[src/rtl/pdm_playback_deserializer.sv]
`default_nettype none
// ============================================================================
// Module  : pdm_playback_deserializer
// Brief   : Fetches memory words and shifts them MSB-first onto the audio pin,
//           one bit per CLK_DIV clocks. DESER_PREFETCH_EN adds a next-word
//           buffer for gapless playback.
// Revision: 1.0
// ============================================================================
module pdm_playback_deserializer #(
    parameter int DATA_WIDTH = 16,
    parameter int CLK_DIV    = 50
) (
    input  logic                  clock_i,
    input  logic                  reset_i,
    input  logic                  enable_i,
    input  logic [DATA_WIDTH-1:0] memory_data_i,
    output logic                  word_request_o,
    output logic                  done_o,
    output logic                  audio_pwm_o,
    output logic                  audio_sd_o
);

    localparam int DIV_W = (CLK_DIV > 1) ? $clog2(CLK_DIV) : 1;
    localparam int BIT_W = $clog2(DATA_WIDTH) + 1;
    localparam logic [DIV_W-1:0] DIV_LAST = DIV_W'(CLK_DIV - 1);
    localparam logic [DIV_W-1:0] DIV_ONE  = DIV_W'(1);
    localparam logic [BIT_W-1:0] BIT_LAST = BIT_W'(DATA_WIDTH - 1);
    localparam logic [BIT_W-1:0] BIT_ONE  = BIT_W'(1);

    typedef enum logic [1:0] {
        IDLE  = 2'd0,
        REQ   = 2'd1,
        LOAD  = 2'd2,
        SHIFT = 2'd3
    } state_t;

    state_t                state;
    state_t                next_state;
    logic [DATA_WIDTH-1:0] shift_reg;
    logic [DIV_W-1:0]      div_cnt;
    logic [BIT_W-1:0]      bit_cnt;
    logic                  bit_end;
    logic                  word_end;

`ifdef DESER_PREFETCH_EN
    logic [DATA_WIDTH-1:0] next_buf;
    logic [DATA_WIDTH-1:0] next_word;
    logic                  fetch_pending;
    logic                  reload;
`endif

    assign bit_end  = (div_cnt == DIV_LAST);
    assign word_end = bit_end && (bit_cnt == BIT_LAST);

    always_ff @(posedge clock_i or negedge reset_i) begin
        if (!reset_i) begin
            state <= IDLE;
        end else begin
            state <= next_state;
        end
    end

    always_comb begin
        next_state     = state;
        word_request_o = 1'b0;
        done_o         = 1'b0;
`ifdef DESER_PREFETCH_EN
        reload         = 1'b0;
`endif
        case (state)
            IDLE: begin
                if (enable_i) begin
                    next_state = REQ;
                end
            end
            REQ: begin
                word_request_o = 1'b1;
                next_state     = enable_i ? LOAD : IDLE;
            end
            LOAD: begin
                next_state = enable_i ? SHIFT : IDLE;
            end
            SHIFT: begin
                done_o = word_end;
`ifdef DESER_PREFETCH_EN
                // Fetch the following word while the current one plays out.
                word_request_o = enable_i && (div_cnt == '0) && (bit_cnt == '0);
`endif
                if (!enable_i) begin
                    next_state = IDLE;
                end else if (word_end) begin
`ifdef DESER_PREFETCH_EN
                    reload = 1'b1;
`else
                    next_state = REQ;
`endif
                end
            end
            default: begin
                next_state = IDLE;
            end
        endcase
    end

    assign audio_pwm_o = (state == SHIFT) && shift_reg[DATA_WIDTH-1];
    assign audio_sd_o  = (state != IDLE);

`ifdef DESER_PREFETCH_EN
    // Bypass covers a word that ends on the same cycle its successor arrives.
    assign next_word = fetch_pending ? memory_data_i : next_buf;

    always_ff @(posedge clock_i or negedge reset_i) begin
        if (!reset_i) begin
            fetch_pending <= 1'b0;
            next_buf      <= '0;
        end else begin
            fetch_pending <= (state == SHIFT) && word_request_o;
            if (state == IDLE) begin
                next_buf <= '0;
            end else if (fetch_pending) begin
                next_buf <= memory_data_i;
            end
        end
    end
`endif

    always_ff @(posedge clock_i or negedge reset_i) begin
        if (!reset_i) begin
            shift_reg <= '0;
            div_cnt   <= '0;
            bit_cnt   <= '0;
        end else begin
            case (state)
                LOAD: begin
                    shift_reg <= memory_data_i;
                    div_cnt   <= '0;
                    bit_cnt   <= '0;
                end
                SHIFT: begin
                    if (bit_end) begin
                        div_cnt <= '0;
`ifdef DESER_PREFETCH_EN
                        if (reload) begin
                            shift_reg <= next_word;
                            bit_cnt   <= '0;
                        end else begin
                            shift_reg <= shift_reg << 1;
                            bit_cnt   <= bit_cnt + BIT_ONE;
                        end
`else
                        shift_reg <= shift_reg << 1;
                        bit_cnt   <= bit_cnt + BIT_ONE;
`endif
                    end else begin
                        div_cnt <= div_cnt + DIV_ONE;
                    end
                end
                default: begin
                    shift_reg <= '0;
                    div_cnt   <= '0;
                    bit_cnt   <= '0;
                end
            endcase
        end
    end

endmodule
`default_nettype wire
[config.mk]
export PLATFORM = sky130hd
export DESIGN_NAME = pdm_playback_deserializer
export DESIGN_NICKNAME = d
export VERILOG_FILES = /design/src/rtl/pdm_playback_deserializer.sv
export SDC_FILE = /design/constraint.sdc
export NUM_CORES = 1
export LEC_CHECK = 0
export CAP_MARGIN = 20
export CORE_MARGIN = 3
export CORE_UTILIZATION = 50
export CTS_BUF_LIST = sky130_fd_sc_hd__clkbuf_4
export DETAILED_ROUTE_END_ITERATION = 10
export GPL_ROUTABILITY_DRIVEN = 0
export PLACE_DENSITY_LB_ADDON = 0.12
export SLEW_MARGIN = 20
export SYNTH_ARGS = -nofsm -noshare
export SYNTH_HDL_FRONTEND = slang
export SYNTH_SLANG_ARGS = --single-unit
[constraint.sdc]
create_clock -name clock_i -period 1.3 [get_ports clock_i]
set_input_delay 0.13 -clock clock_i [delete_from_list [all_inputs] [get_ports clock_i]]
set_output_delay 0.13 -clock clock_i [all_outputs]
set_load 0.05 [all_outputs]
==> flow_metrics.py <==
metrics = {
    "critical_path": {
        "worst_setup_path_start_kind": "flop",
        "critPathMaxFanout": 2,
        "crit_required_ps": 1170,
        "end_kind": "output pin",
        "crit_type": "reg -> out",
        "worstPathArrival_ps": 1630,
    },
    "drt": {
        "avgRoutedWirePerCell_um": 23.06,
        "routed_wl_um": 5374,
        "route.detailed.drc": 0,
        "post_drt_via_cell_ratio": 6.773,
        "firstDrtPassIters": 4,
        "dr.first_iter.drc_count": 135,
        "final_antenna_net_count": 0,
        "vias": 1578,
    },
    "global_routing": {
        "grt_overflow": 0,
        "grt_use_total_pct": 26.64,
        "grt_pass1_wl_um": 6831,
        "antenna_found_initial": 0,
        "grt_max_degree": 30,
        "grt_pass1_vias": 1419,
    },
    "cells_and_area": {
        "fillerInstances": 103,
        "nets": 226,
        "largest_reg_flops": 16,
        "area_growth_pct": 58.92,
        "layout-drive-gt1-share_pct": 46.80,
        "antenna_cells": 0,
    },
    "power_and_ir_drop": {
        "p_leak_uw": 0.0009260,
        "finalPower_uw": 1867,
        "ir_drop_uv": 836.9,
        "p_per_area_nw_per_um2": 805.2,
        "p_comb_share_pct": 18.9,
        "switching_share_pct": 27.82,
        "p_sw_uw": 519.2,
        "clkPwrFrac_pct": 28.1,
        "p_int_uw": 1347,
        "p_seq_share_pct": 53.0,
    },
    "cts": {
        "cts.reportedPaths.clkPinSlew_ps": 90,
        "root_buffer": "clkbuf_4",
        "cts_sinks": 29,
        "clockBufferDepth": 2,
        "tritoncts": "built",
        "cts_made_buffers": 5,
        "clock_latency_ps": 330,
        "htree_levels": 2,
    },
    "place": {
        "portBuffers": 22,
        "hpwl_um": 2358,
    },
    "logic_synthesis": {
        "yosys_warnings": 0,
        "synth.avg_cell_area_sq_um": 9.292,
        "yosys.area.top_type_share_pct": 49.74,
        "synth_cells": 157,
        "ys_ff_latch": 29,
        "seq_area_frac_synth_pct": 49.74,
        "synth.area.top_cells": "dfrtp_1 50%, o21ai_0 11%, a31oi_1 6.9%",
        "syn_area_sq_um": 1459,
        "post-synth-top-area-cell": "dfrtp_1",
        "syn_nets": 180,
        "ys_types": 30,
    },
    "die": {
        "ioPinCount": 23,
        "die_w_um": 60.02,
        "die_area_sq_um": 3602,
        "rows": 18,
        "core_area_sq_um": 2613,
        "start_util_pct": 55.84,
        "dieHeight_um": 60.02,
    },
    "timing": {
        "setup_viol": 30,
        "max_freq_mhz": 569.5,
        "rsz0062_at_grt": "yes",
        "hold_viol": 0,
        "fin_setup_tns_ps": -3564,
        "setup_ws_ps": -455.8,
        "finalMaxSlewViolations": 0,
        "tightest_slew_ps": 315.8,
        "post-route-period-util_pct": 135.1,
        "finClkSkew_ps": 10.67,
        "min_period_ps": 1756,
        "relSlewSlack_pct": 78.73,
    },
    "min_path": {
        "worstHoldPathType": "in -> async",
    },
    "job": {
        "cap_violations": 0,
    },
    "outcome": {
        "violations": "setup timing",
        "outcome": "finished, violations left",
    },
}
-- critical path, cell delays in order (launching register included) --
cell and delay [ps]:
dfrtp_1 400, ha_2 200, and3_4 190, ha_4 170
and3_4 190, buf_12 140
-- Yosys cell counts --
cell type	count
o21ai_0	33
buf_2	3
o31ai_1	2
o211ai_1	1
xnor2_1	1
xor2_1	2
nand2b_1	1
nand3_1	19
and3_1	3
clkinv_1	1
a31oi_1	16
or4_1	2
nand2_1	3
inv_1	3
and4b_1	1
a21oi_1	6
ha_1	4
nor2b_1	2
a21boi_0	1
a211oi_1	1
or2_2	1
buf_1	1
and2_1	1
nand4b_4	1
dfrtp_1	29
or3_1	2
o21ai_1	1
buf_4	2
nor2_1	6
clkbuf_1	8
-- cell type report --
type / instances / area, sq um / area share, %
multi-input combinational: 110 / 894.6 / 38.59
sequential: 29 / 729.5 / 31.46
timing repair buffer: 53 / 593.1 / 25.58
clock buffer: 6 / 45.04 / 1.943
tap: 30 / 37.54 / 1.619
inverter: 4 / 15.01 / 0.6476
clock inverter: 1 / 3.754 / 0.1619
-- timing repair --
item	in CTS	in global routing
gates resized for setup	44	43
hold buffers	0	0
pin swaps	19	17
gates cloned	2	0
setup endpoints to repair	26	31
buffers inserted	12	3
-- worst paths after layout --
check | from | to | slack (ps) | cells past startpoint
hold reg to reg | shift_reg[5]$_DFFE_PN0P_ | shift_reg[6]$_DFFE_PN0P_ | 570 | 2
max in group asynchronous | reset_i | div_cnt[2]$_DFF_PN0_ | 970 | 2
setup reg to reg | div_cnt[1]$_DFF_PN0_ | bit_cnt[2]$_DFFE_PN0P_ | -240 | 7
hold / removal | reset_i | state[0]$_DFFE_PN0P_ | 140 | 2
min in group clock_i | enable_i | state[1]$_DFFE_PN0P_ | 410 | 3
setup / recovery | bit_cnt[1]$_DFFE_PN0P_ | done_o | -460 | 5
-- metal layers --
| layer | track usage (%) | wire [um] | vias to the layer above |
|---|---|---|---|
| met1 | 33.66 | 2073 | 782 |
| met3 | 8.855 | 464 | 18 |
| met2 | 41.67 | 2638 | 104 |
| met5 | 0 | 0 | - |
| li1 | - | - | 674 |
| met4 | 11.08 | 197 | 0 |
-- power by group through the flow --
stage,clock network [uW],logic (uW),registers [uW]
final,524,354,989
after detailed placement,0,269,989
after global placement,0,262,986
after floorplan,0,123,975
after global routing,584,372,993
after CTS,529,323,975
-- kinds of logic (layout without fill, tap and decap cells) --
family          Yosys count  count (layout)  share of synthesized area, %
buf+inv                  18              64                         5.402
xor+xnor                  3               3                         1.801
fa+ha+maj                 4               4                         3.431
compound gates           61              61                         23.16
flops                    29              29                         49.74
simple gates             42              42                         16.47
-- stage by stage --
step / hold WS (ps) / util [%] / instance area [sq um] / instances / setup slack, ps
after global routing: 135.5 / 88.75 / 2318 / 233 / -593.9
after detailed placement: 505.4 / 71.55 / 1869 / 212 / -143.2
final: 143.3 / 88.75 / 2318 / 233 / -455.8
after CTS: 139.1 / 83.62 / 2185 / 233 / -402.6
after floorplan: -165.6 / - / 1478 / 157 / -42.71
after global placement: 510.3 / 71.55 / 1869 / 212 / -76.38
-- cells in the final DEF (no fill, tap or decap), types with 3 or more instances in the layout --
master / n
buf_12: 7
clkbuf_4: 6
nand2_1: 3
a31oi_1: 16
buf_8: 3
a21oi_2: 4
o21ai_2: 14
nor2_1: 5
nand3_2: 14
clkdlybuf4s50_1: 18
and3_4: 3
o21ai_0: 17
dfrtp_2: 3
dfrtp_1: 26
buf_6: 4
nand3_1: 4
buf_4: 20
Note: power is estimated with default switching activity, not from simulation.
